## config.mk

```make
export PLATFORM = sky130hd
export DESIGN_NAME = simon_sequencer_flat
export DESIGN_NICKNAME = d
export VERILOG_FILES = /design/src/rtl/simon_sequencer_if.sv /design/src/rtl/simon_sequencer.sv /design/src/flat_wrapper.sv
export SDC_FILE = /design/constraint.sdc
export NUM_CORES = 1
export LEC_CHECK = 0
export CORE_UTILIZATION = 25
export CTS_BUF_LIST = sky130_fd_sc_hd__clkbuf_8
export CTS_CLUSTER_SIZE = 14
export DETAILED_ROUTE_END_ITERATION = 6
export GPL_TIMING_DRIVEN = 0
export HOLD_SLACK_MARGIN = 0.02
export PLACE_DENSITY = 0.5
export SETUP_SLACK_MARGIN = 0.4
export SYNTH_ARGS = -nofsm -noshare
export SYNTH_HDL_FRONTEND = slang
export SYNTH_SLANG_ARGS = --single-unit
```

## constraint.sdc

```tcl
create_clock -name clk -period 5.2 [get_ports clk]
set_input_delay 1.04 -clock clk [delete_from_list [all_inputs] [get_ports clk]]
set_output_delay 1.04 -clock clk [all_outputs]
set_load 0.02 [all_outputs]
```

## src/rtl/simon_sequencer_if.sv

```systemverilog
// Handshake/bus bundle between the Simon sequencer and its pad, LFSR and LED neighbours.
// The testbench or top level drives the master side; the sequencer uses the slave side.
interface simon_sequencer_if #(
   parameter int NUM_PADS = 4,
   parameter int MAX_LEN  = 32
);
   localparam int PAD_W = (NUM_PADS > 2) ? $clog2(NUM_PADS) : 1;
   localparam int LEN_W = $clog2(MAX_LEN + 1);

   logic                start;
   logic [NUM_PADS-1:0] pad_pressed;
   logic [PAD_W-1:0]    rand_pad;
   logic                rand_step;
   logic                led_en;
   logic [PAD_W-1:0]    led_color;
   logic [2:0]          state_code;
   logic [LEN_W-1:0]    score;
   logic                game_over;

   modport master (
      output start, pad_pressed, rand_pad,
      input  rand_step, led_en, led_color, state_code, score, game_over
   );

   modport slave (
      input  start, pad_pressed, rand_pad,
      output rand_step, led_en, led_color, state_code, score, game_over
   );
endinterface

```

## src/rtl/simon_sequencer.sv

```systemverilog
// Simon game engine: grows a random pad sequence, plays it back, then checks the player's presses.
// Optional macro SIMON_SPEEDUP_EN shortens show/gap times as the score rises.
module simon_sequencer #(
   parameter int NUM_PADS       = 4,
   parameter int MAX_LEN        = 32,
   parameter int SHOW_CYCLES    = 50000000,
   parameter int GAP_CYCLES     = 25000000,
   parameter int TIMEOUT_CYCLES = 250000000
) (
   input logic              clk,
   input logic              reset,
   simon_sequencer_if.slave bus
);
   localparam int PAD_W = (NUM_PADS > 2) ? $clog2(NUM_PADS) : 1;
   localparam int LEN_W = $clog2(MAX_LEN + 1);
   localparam int IDX_W = (MAX_LEN > 1) ? $clog2(MAX_LEN) : 1;
   localparam int TMAX  = (SHOW_CYCLES > GAP_CYCLES)
                          ? ((SHOW_CYCLES > TIMEOUT_CYCLES) ? SHOW_CYCLES : TIMEOUT_CYCLES)
                          : ((GAP_CYCLES > TIMEOUT_CYCLES) ? GAP_CYCLES : TIMEOUT_CYCLES);
   localparam int TW    = $clog2(TMAX + 1);

   typedef enum logic [2:0] {
      S_IDLE      = 3'd0,
      S_ADD       = 3'd1,
      S_SHOW_ON   = 3'd2,
      S_SHOW_OFF  = 3'd3,
      S_WAIT_IN   = 3'd4,
      S_ROUND_GAP = 3'd5,
      S_WIN       = 3'd6,
      S_LOSE      = 3'd7
   } state_e;

   state_e           state_q, state_d;
   logic [LEN_W-1:0] len_q, len_d;
   logic [LEN_W-1:0] score_q, score_d;
   logic [IDX_W-1:0] idx_q, idx_d;
   logic [TW-1:0]    timer_q, timer_d;
   logic             led_en_q, led_en_d;
   logic [PAD_W-1:0] led_color_q, led_color_d;
   logic             rand_step_q, rand_step_d;
   logic             game_over_q, game_over_d;

   logic [PAD_W-1:0] seq_q [MAX_LEN];
   logic             seq_we;
   logic [PAD_W-1:0] new_pad;
   logic             last_step;
   logic             good_press;
   logic [TW-1:0]    show_lim, gap_lim;

   assign new_pad    = PAD_W'(32'(bus.rand_pad) % 32'(NUM_PADS));
   assign last_step  = (LEN_W'(idx_q) + LEN_W'(1)) == len_q;
   assign good_press = $onehot(bus.pad_pressed)
                       && (bus.pad_pressed == (NUM_PADS'(1) << seq_q[idx_q]));

   // Terminal counts are stored as (cycles - 1) so the timer compares directly.
`ifdef SIMON_SPEEDUP_EN
   logic [TW-1:0] show_lim_q, gap_lim_q;

   function automatic logic [TW-1:0] eff_lim(input int base, input logic [LEN_W-1:0] sc);
      int t;
      t = base >> (int'(sc) / 8);
      if (t < base / 4) t = base / 4;
      if (t < 1) t = 1;
      return TW'(t - 1);
   endfunction

   always_ff @(posedge clk) begin
      if (reset) begin
         show_lim_q <= TW'(SHOW_CYCLES - 1);
         gap_lim_q  <= TW'(GAP_CYCLES - 1);
      end else if (state_d == S_ADD && state_q != S_ADD) begin
         show_lim_q <= eff_lim(SHOW_CYCLES, score_d);
         gap_lim_q  <= eff_lim(GAP_CYCLES, score_d);
      end
   end

   assign show_lim = show_lim_q;
   assign gap_lim  = gap_lim_q;
`else
   assign show_lim = TW'(SHOW_CYCLES - 1);
   assign gap_lim  = TW'(GAP_CYCLES - 1);
`endif

   always_comb begin
      state_d     = state_q;
      len_d       = len_q;
      idx_d       = idx_q;
      timer_d     = timer_q;
      score_d     = score_q;
      led_color_d = led_color_q;
      seq_we      = 1'b0;

      case (state_q)
         S_IDLE, S_LOSE: begin
            if (bus.start) begin
               state_d = S_ADD;
               len_d   = '0;
               score_d = '0;
               timer_d = '0;
            end
         end

         S_WIN: begin
            if (bus.start) begin
               state_d = S_ADD;
               len_d   = '0;
               score_d = '0;
               timer_d = '0;
            end else if (timer_q == show_lim) begin
               timer_d     = '0;
               led_color_d = (led_color_q == PAD_W'(NUM_PADS - 1)) ? '0
                                                                   : led_color_q + PAD_W'(1);
            end else begin
               timer_d = timer_q + TW'(1);
            end
         end

         S_ADD: begin
            seq_we  = 1'b1;
            len_d   = len_q + LEN_W'(1);
            idx_d   = '0;
            timer_d = '0;
            state_d = S_SHOW_ON;
         end

         S_SHOW_ON: begin
            if (timer_q == show_lim) begin
               timer_d = '0;
               state_d = S_SHOW_OFF;
            end else begin
               timer_d = timer_q + TW'(1);
            end
         end

         S_SHOW_OFF: begin
            if (timer_q == gap_lim) begin
               timer_d = '0;
               if (last_step) begin
                  idx_d   = '0;
                  state_d = S_WAIT_IN;
               end else begin
                  idx_d   = idx_q + IDX_W'(1);
                  state_d = S_SHOW_ON;
               end
            end else begin
               timer_d = timer_q + TW'(1);
            end
         end

         S_WAIT_IN: begin
            // A press is evaluated before the timeout, so a press on the last allowed cycle wins.
            if (bus.pad_pressed != '0) begin
               if (good_press) begin
                  timer_d = '0;
                  if (!last_step) begin
                     idx_d = idx_q + IDX_W'(1);
                  end else begin
                     score_d = len_q;
                     if (len_q == LEN_W'(MAX_LEN)) begin
                        state_d     = S_WIN;
                        led_color_d = '0;
                     end else begin
                        state_d = S_ROUND_GAP;
                     end
                  end
               end else begin
                  state_d = S_LOSE;
               end
            end else if (timer_q == TW'(TIMEOUT_CYCLES - 1)) begin
               state_d = S_LOSE;
            end else begin
               timer_d = timer_q + TW'(1);
            end
         end

         S_ROUND_GAP: begin
            if (timer_q == gap_lim) begin
               timer_d = '0;
               state_d = S_ADD;
            end else begin
               timer_d = timer_q + TW'(1);
            end
         end

         default: state_d = S_IDLE;
      endcase

      // seq[0] is written in the same cycle the first playback colour is chosen.
      if (state_d == S_SHOW_ON) begin
         led_color_d = (seq_we && len_q == '0) ? new_pad : seq_q[idx_d];
      end

      led_en_d    = (state_d == S_SHOW_ON) || (state_d == S_WIN);
      rand_step_d = (state_d == S_ADD);
      game_over_d = (state_d == S_WIN) || (state_d == S_LOSE);
   end

   always_ff @(posedge clk) begin
      if (reset) begin
         state_q     <= S_IDLE;
         len_q       <= '0;
         idx_q       <= '0;
         timer_q     <= '0;
         score_q     <= '0;
         led_en_q    <= 1'b0;
         led_color_q <= '0;
         rand_step_q <= 1'b0;
         game_over_q <= 1'b0;
      end else begin
         state_q     <= state_d;
         len_q       <= len_d;
         idx_q       <= idx_d;
         timer_q     <= timer_d;
         score_q     <= score_d;
         led_en_q    <= led_en_d;
         led_color_q <= led_color_d;
         rand_step_q <= rand_step_d;
         game_over_q <= game_over_d;
      end
   end

   always_ff @(posedge clk) begin
      if (seq_we) seq_q[IDX_W'(len_q)] <= new_pad;
   end

   assign bus.state_code = state_q;
   assign bus.score      = score_q;
   assign bus.led_en     = led_en_q;
   assign bus.led_color  = led_color_q;
   assign bus.rand_step  = rand_step_q;
   assign bus.game_over  = game_over_q;
endmodule
```

## src/flat_wrapper.sv

```systemverilog
// flat-port wrapper written by rule: the top's interface ports become plain ports
module simon_sequencer_flat 
#(
   parameter int NUM_PADS       = 4,
   parameter int MAX_LEN        = 32,
   parameter int SHOW_CYCLES    = 50000000,
   parameter int GAP_CYCLES     = 25000000,
   parameter int TIMEOUT_CYCLES = 250000000
)
  (clk, reset, bus_start, bus_pad_pressed, bus_rand_pad, bus_rand_step, bus_led_en, bus_led_color, bus_state_code, bus_score, bus_game_over);
  simon_sequencer_if #(.NUM_PADS(NUM_PADS), .MAX_LEN(MAX_LEN)) bus_i ();
  input logic clk;
  input logic reset;
  input wire logic [$bits(bus_i.start)-1:0] bus_start;
  input wire logic [$bits(bus_i.pad_pressed)-1:0] bus_pad_pressed;
  input wire logic [$bits(bus_i.rand_pad)-1:0] bus_rand_pad;
  output wire logic [$bits(bus_i.rand_step)-1:0] bus_rand_step;
  output wire logic [$bits(bus_i.led_en)-1:0] bus_led_en;
  output wire logic [$bits(bus_i.led_color)-1:0] bus_led_color;
  output wire logic [$bits(bus_i.state_code)-1:0] bus_state_code;
  output wire logic [$bits(bus_i.score)-1:0] bus_score;
  output wire logic [$bits(bus_i.game_over)-1:0] bus_game_over;
  assign bus_i.start = bus_start;
  assign bus_i.pad_pressed = bus_pad_pressed;
  assign bus_i.rand_pad = bus_rand_pad;
  assign bus_rand_step = bus_i.rand_step;
  assign bus_led_en = bus_i.led_en;
  assign bus_led_color = bus_i.led_color;
  assign bus_state_code = bus_i.state_code;
  assign bus_score = bus_i.score;
  assign bus_game_over = bus_i.game_over;
  simon_sequencer #(.NUM_PADS(NUM_PADS), .MAX_LEN(MAX_LEN), .SHOW_CYCLES(SHOW_CYCLES), .GAP_CYCLES(GAP_CYCLES), .TIMEOUT_CYCLES(TIMEOUT_CYCLES)) u_core (.clk(clk), .reset(reset), .bus(bus_i));
endmodule
```

==> impl_results.md <==
* Status: complete, but fails checks
* Violated checks: design-rule violations
* Max-cap viol count at 0
* Hpwl dp at 13100 µm
* Setup repair after global routing missed its margin: false
* GR met1 Demand/Resource at 18.0%
* CTS Root Cell: sky130_fd_sc_hd__clkbuf_8
* Clock Power Share at 41.1%
* CTS buffer count at 17
* Classification of the worst-slack hold path: reg -> reg
* Post-route ant nets at 0
* Fillcell total at 2777
* Share of synthesized registers carrying an async set or reset at 0%
* Data required, critical path at 5.51 ns
* Normalized max-slew margin at 20.0%
* Met2 track utilization from global routing at 22.0%
* Total count of max-transition violations in the final report at 0
* Area Growth Syn to Fin at 16.3%
* Row cnt at 59
* Ratio of cells with drive above 1 in the final layout at 11.2%
* Final critical path time including I/O delays and setup at 4.60 ns
* Number of enable-type register cells in the synthesized netlist at 64
* Total power at 2.06 mW
* Power Internal at 1.53 mW
* Core footprint at 0.0261 mm²
* Clock tree from TritonCTS: done
* Via Count at 5109
* Maximum fanout along the worst path at 10
* Combined global-route utilization of all metal layers at 13.5%
* Arrival time at the worst endpoint at 4.92 ns
* Cells after DPL at 1021
* Tcrit/Tclk final at 88.5%
* Count of unique library cells instantiated by Yosys at 76
* Reg power frac at 48.5%
* First-pass GRT wire length at 28600 µm
* Count of pins on the block boundary at 23
* Detailed-router iteration count before antenna repair at 6
* Port bufs at 21
* Worst-case vdd ir drop at 133 µV
* Final hold viol count at 0
* Combinational cell fraction of total power at 10.4%
* Proportion of total power due to net switching at 25.9%
* Total die area at 0.0274 mm²
* Instance count of the mapped netlist at 665
* Critical-path cell list: clkdlybuf4s50_1, inv_1, ha_1, ha_1, inv_1, fa_1, and3_1, o211ai_2, or2_2, o311ai_4, buf_4, mux4_1, mux2i_1, o22ai_1, nor4_4, a2111oi_2
* Power density normalized to cell area at 265 mW/mm²
* FMAX at 0.217 GHz
* Die Y at 166 µm
* DRC violation count after routing at 4
* Predominant post-synthesis flop cell: sky130_fd_sc_hd__edfxtp_1
* Initial antenna violation count at 0
* GR Util met3 at 2.94%
* Last weighted congestion value of the routability-driven placer at 0.813
* Worst setup EP type: flop
* Worst Hold End: u_core.bus.score[5]
* Sequential share of the synthesized area at 44.5%
* Slowest CP cell: sky130_fd_sc_hd__clkdlybuf4s50_1
* Delay of the slowest cell on the worst path at 0.56 ns
* Reg-to-Reg End: u_core.bus.led_color[1]
* Average wire per cell in the routed design at 16.9 µm
* Die boundary width at 166 µm
* Crit path kind: in -> reg
* Static leakage at 2.60 nW
* Register-to-Register Setup Slack at 0.83 ns
* Critical hold path startpoint: u_core.bus.score[5]
* Clock latency reported for the late side of the worst-skew pair at 0.44 ns
* Number of cell instances on the worst register-to-register path at 17
* Number of nets at the end of the flow at 733
* Total congestion overflow at 0
* Initial core utilization at 25.6%
* Yosys warning total at 0
* Startpoint of the worst-slack reg-to-reg timing path: u_core.idx_q[2]
* Seq cells post-synth at 117
* Post-layout instance count excluding filler cells at 1057
* Avg Vias per Cell at 4.83
* Clock Path Buffers at 2
* Total routed wirelength at 17900 µm
* Synthesized area at 0.00670 mm²
* CTS Sinks at 117
* Final Hold Slack at 0.504 ns
* Synthesized net count at 688
* Antenna diodes at 0
* Number of global-route vias before repair at 5043
* Final count of negative-setup-slack endpoints at 0
* Largest net degree at the start of global routing at 34
* Fin Clk Skew at 0.0101 ns
* H-tree levels at 4
* Avg Cell Area, Syn at 10.1 µm²
* Worst hold path cell count at 2
* Transition time at the pin with the least slew margin at 1.20 ns
* Most Used Layer, Global Route: met2
* Clock-pin slew reported for the worst setup and hold paths after clock tree synthesis at 0.06 ns
* Nature of the critical path startpoint: input pin
* Drt initial violations at 350
* Net Switching at 534 µW
[synthesized netlist by cell type, types with 4 or more instances]
cell                       instances  area (µm²)
sky130_fd_sc_hd__a22o_1            7        61.3
sky130_fd_sc_hd__o21a_1            4        30.0
sky130_fd_sc_hd__mux4_2            4        90.1
sky130_fd_sc_hd__nand4_1          12        75.1
sky130_fd_sc_hd__mux4_1            4         105
sky130_fd_sc_hd__a31oi_1           6        37.5
sky130_fd_sc_hd__nor2b_1          11        68.8
sky130_fd_sc_hd__dfxtp_1          53        1060
sky130_fd_sc_hd__edfxtp_1         64        1920
sky130_fd_sc_hd__mux2i_1          43         430
sky130_fd_sc_hd__inv_1            14        52.6
sky130_fd_sc_hd__buf_4             4        30.0
sky130_fd_sc_hd__and3_1            7        43.8
sky130_fd_sc_hd__and2_1            6        37.5
sky130_fd_sc_hd__a22oi_1          19         143
sky130_fd_sc_hd__nand3b_1          5        37.5
sky130_fd_sc_hd__nor2_1           99         372
sky130_fd_sc_hd__o22ai_1           4        25.0
sky130_fd_sc_hd__ha_1             13         163
sky130_fd_sc_hd__nand2_1          59         221
sky130_fd_sc_hd__nand2b_1          9        56.3
sky130_fd_sc_hd__nor3_1           14        70.1
sky130_fd_sc_hd__xor2_1           22         193
sky130_fd_sc_hd__a211oi_1          5        37.5
sky130_fd_sc_hd__nor4_1            4        25.0
sky130_fd_sc_hd__xnor2_1          11        96.3
sky130_fd_sc_hd__or2_2             5        31.3
sky130_fd_sc_hd__mux2_2            8        90.1
sky130_fd_sc_hd__a21oi_1          19        95.1
sky130_fd_sc_hd__or3_1             9        56.3
sky130_fd_sc_hd__nand3_1          25         125
sky130_fd_sc_hd__o21ai_0          12        60.1
sky130_fd_sc_hd__clkbuf_1         21        78.8
[routing by layer]
metal	share of wire [%]	wire length, µm	vias to the layer above
li1	-	-	2537
met3	2.9	521	12
met4	0.97	174	0
met2	47	8330	71
met5	0	0	-
met1	50	8880	2489
[final cells by class]
type | count | area, µm² | share of cell area [%]
tap | 335 | 419 | 5.38
timing repair buffer | 26 | 260 | 3.34
clock buffer | 17 | 234 | 3.00
clock inverter | 14 | 161 | 2.07
multi-input combinational | 499 | 3460 | 44.4
inverter | 14 | 52.6 | 0.674
buffer | 35 | 220 | 2.83
sequential | 117 | 2980 | 38.3
[power by group through the flow]
stage	clock, mW	combinational (mW)	sequential, mW
2_1_floorplan	0	0.130	1.03
3_3_place_gp	0	0.214	1.02
3_5_place_dp	0	0.212	1.02
4_1_cts	0.875	0.214	1.00
5_1_grt	0.909	0.239	1.00
6_report	0.849	0.214	1.00
[what timing repair did]
| action | in CTS | in global routing |
|---|---|---|
| pin swaps | 0 | 1 |
| buffers inserted | 3 | 2 |
| hold buffers | 0 | 0 |
| setup endpoints to repair | 1 | 1 |
| gates resized for setup | 1 | 1 |
[critical path, delay by kind of cell]
kind | cells | cell delay (ns)
buf+inv | 4 | 0.95
fa+ha+maj | 3 | 0.90
compound gates | 4 | 0.86
simple gates | 3 | 0.70
mux | 2 | 0.47
[flip-flops by register name, summed over array words and instances, names as in the netlist]
name and cells:
u_core.bus.state_code 3, u_core.timer_q 28, u_core.bus.led_color 2, u_core.seq_q 64, u_core.idx_q 5, u_core.bus.score 6, u_core.bus.led_en 1, u_core.bus.rand_step 1
u_core.bus.game_over 1, u_core.len_q 6
[cell usage in the layout, fill, tap and decap left out, drive strengths merged, types with 14 or more instances in the layout]
cell           Yosys  layout
a21oi             19      19
nor3              14      14
dfxtp             53      53
mux2i             44      44
buf               14      19
clkdlybuf4s50      0      21
inv               14      15
nand2             59      59
nor2             101     101
xor2              22      22
a22oi             19      19
clkbuf            21      38
edfxtp            64      64
nand3             25      25
[logic make-up (layout without fill, tap and decap cells)]
kind of cell,count (synthesis),after routing,share of synthesized area (%)
flip-flops,117,117,44.5
multiplexers,60,60,11.0
AO/OA/AOI/OAI,108,108,12.5
buffers and inverters,49,106,4.07
XOR/XNOR,33,33,4.32
AND/OR/NAND/NOR,284,284,20.8
adder cells (fa/ha/maj),14,14,2.73
[per-stage QoR]
step                TNS, ns  utilization, %  worst slack, ns  area (µm²)
finish                    0            29.8            0.598        7790
global route              0            29.8            0.454        7790
CTS                       0            29.7            0.501        7770
detailed placement   -0.118            28.0           -0.118        7330
global placement     -0.217            28.0           -0.177        7330
floorplan                 0               -            0.940        6700
[worst max path at each step]
| stage | end | cells after the start | start | slack, ns |
|---|---|---|---|---|
| floorplan | u_core.bus.led_color[1] | 14 | bus_pad_pressed[3] | 0.94 |
| global placement | u_core.bus.led_color[1] | 16 | bus_pad_pressed[2] | -0.18 |
| detailed placement | u_core.bus.led_color[1] | 15 | bus_pad_pressed[1] | -0.12 |
| CTS | u_core.bus.led_color[1] | 16 | bus_pad_pressed[1] | 0.50 |
| global route | u_core.bus.led_color[1] | 16 | bus_pad_pressed[1] | 0.45 |
| finish | u_core.bus.led_color[1] | 16 | bus_pad_pressed[1] | 0.60 |
No activity file was read; power rests on OpenSTA's default activity.
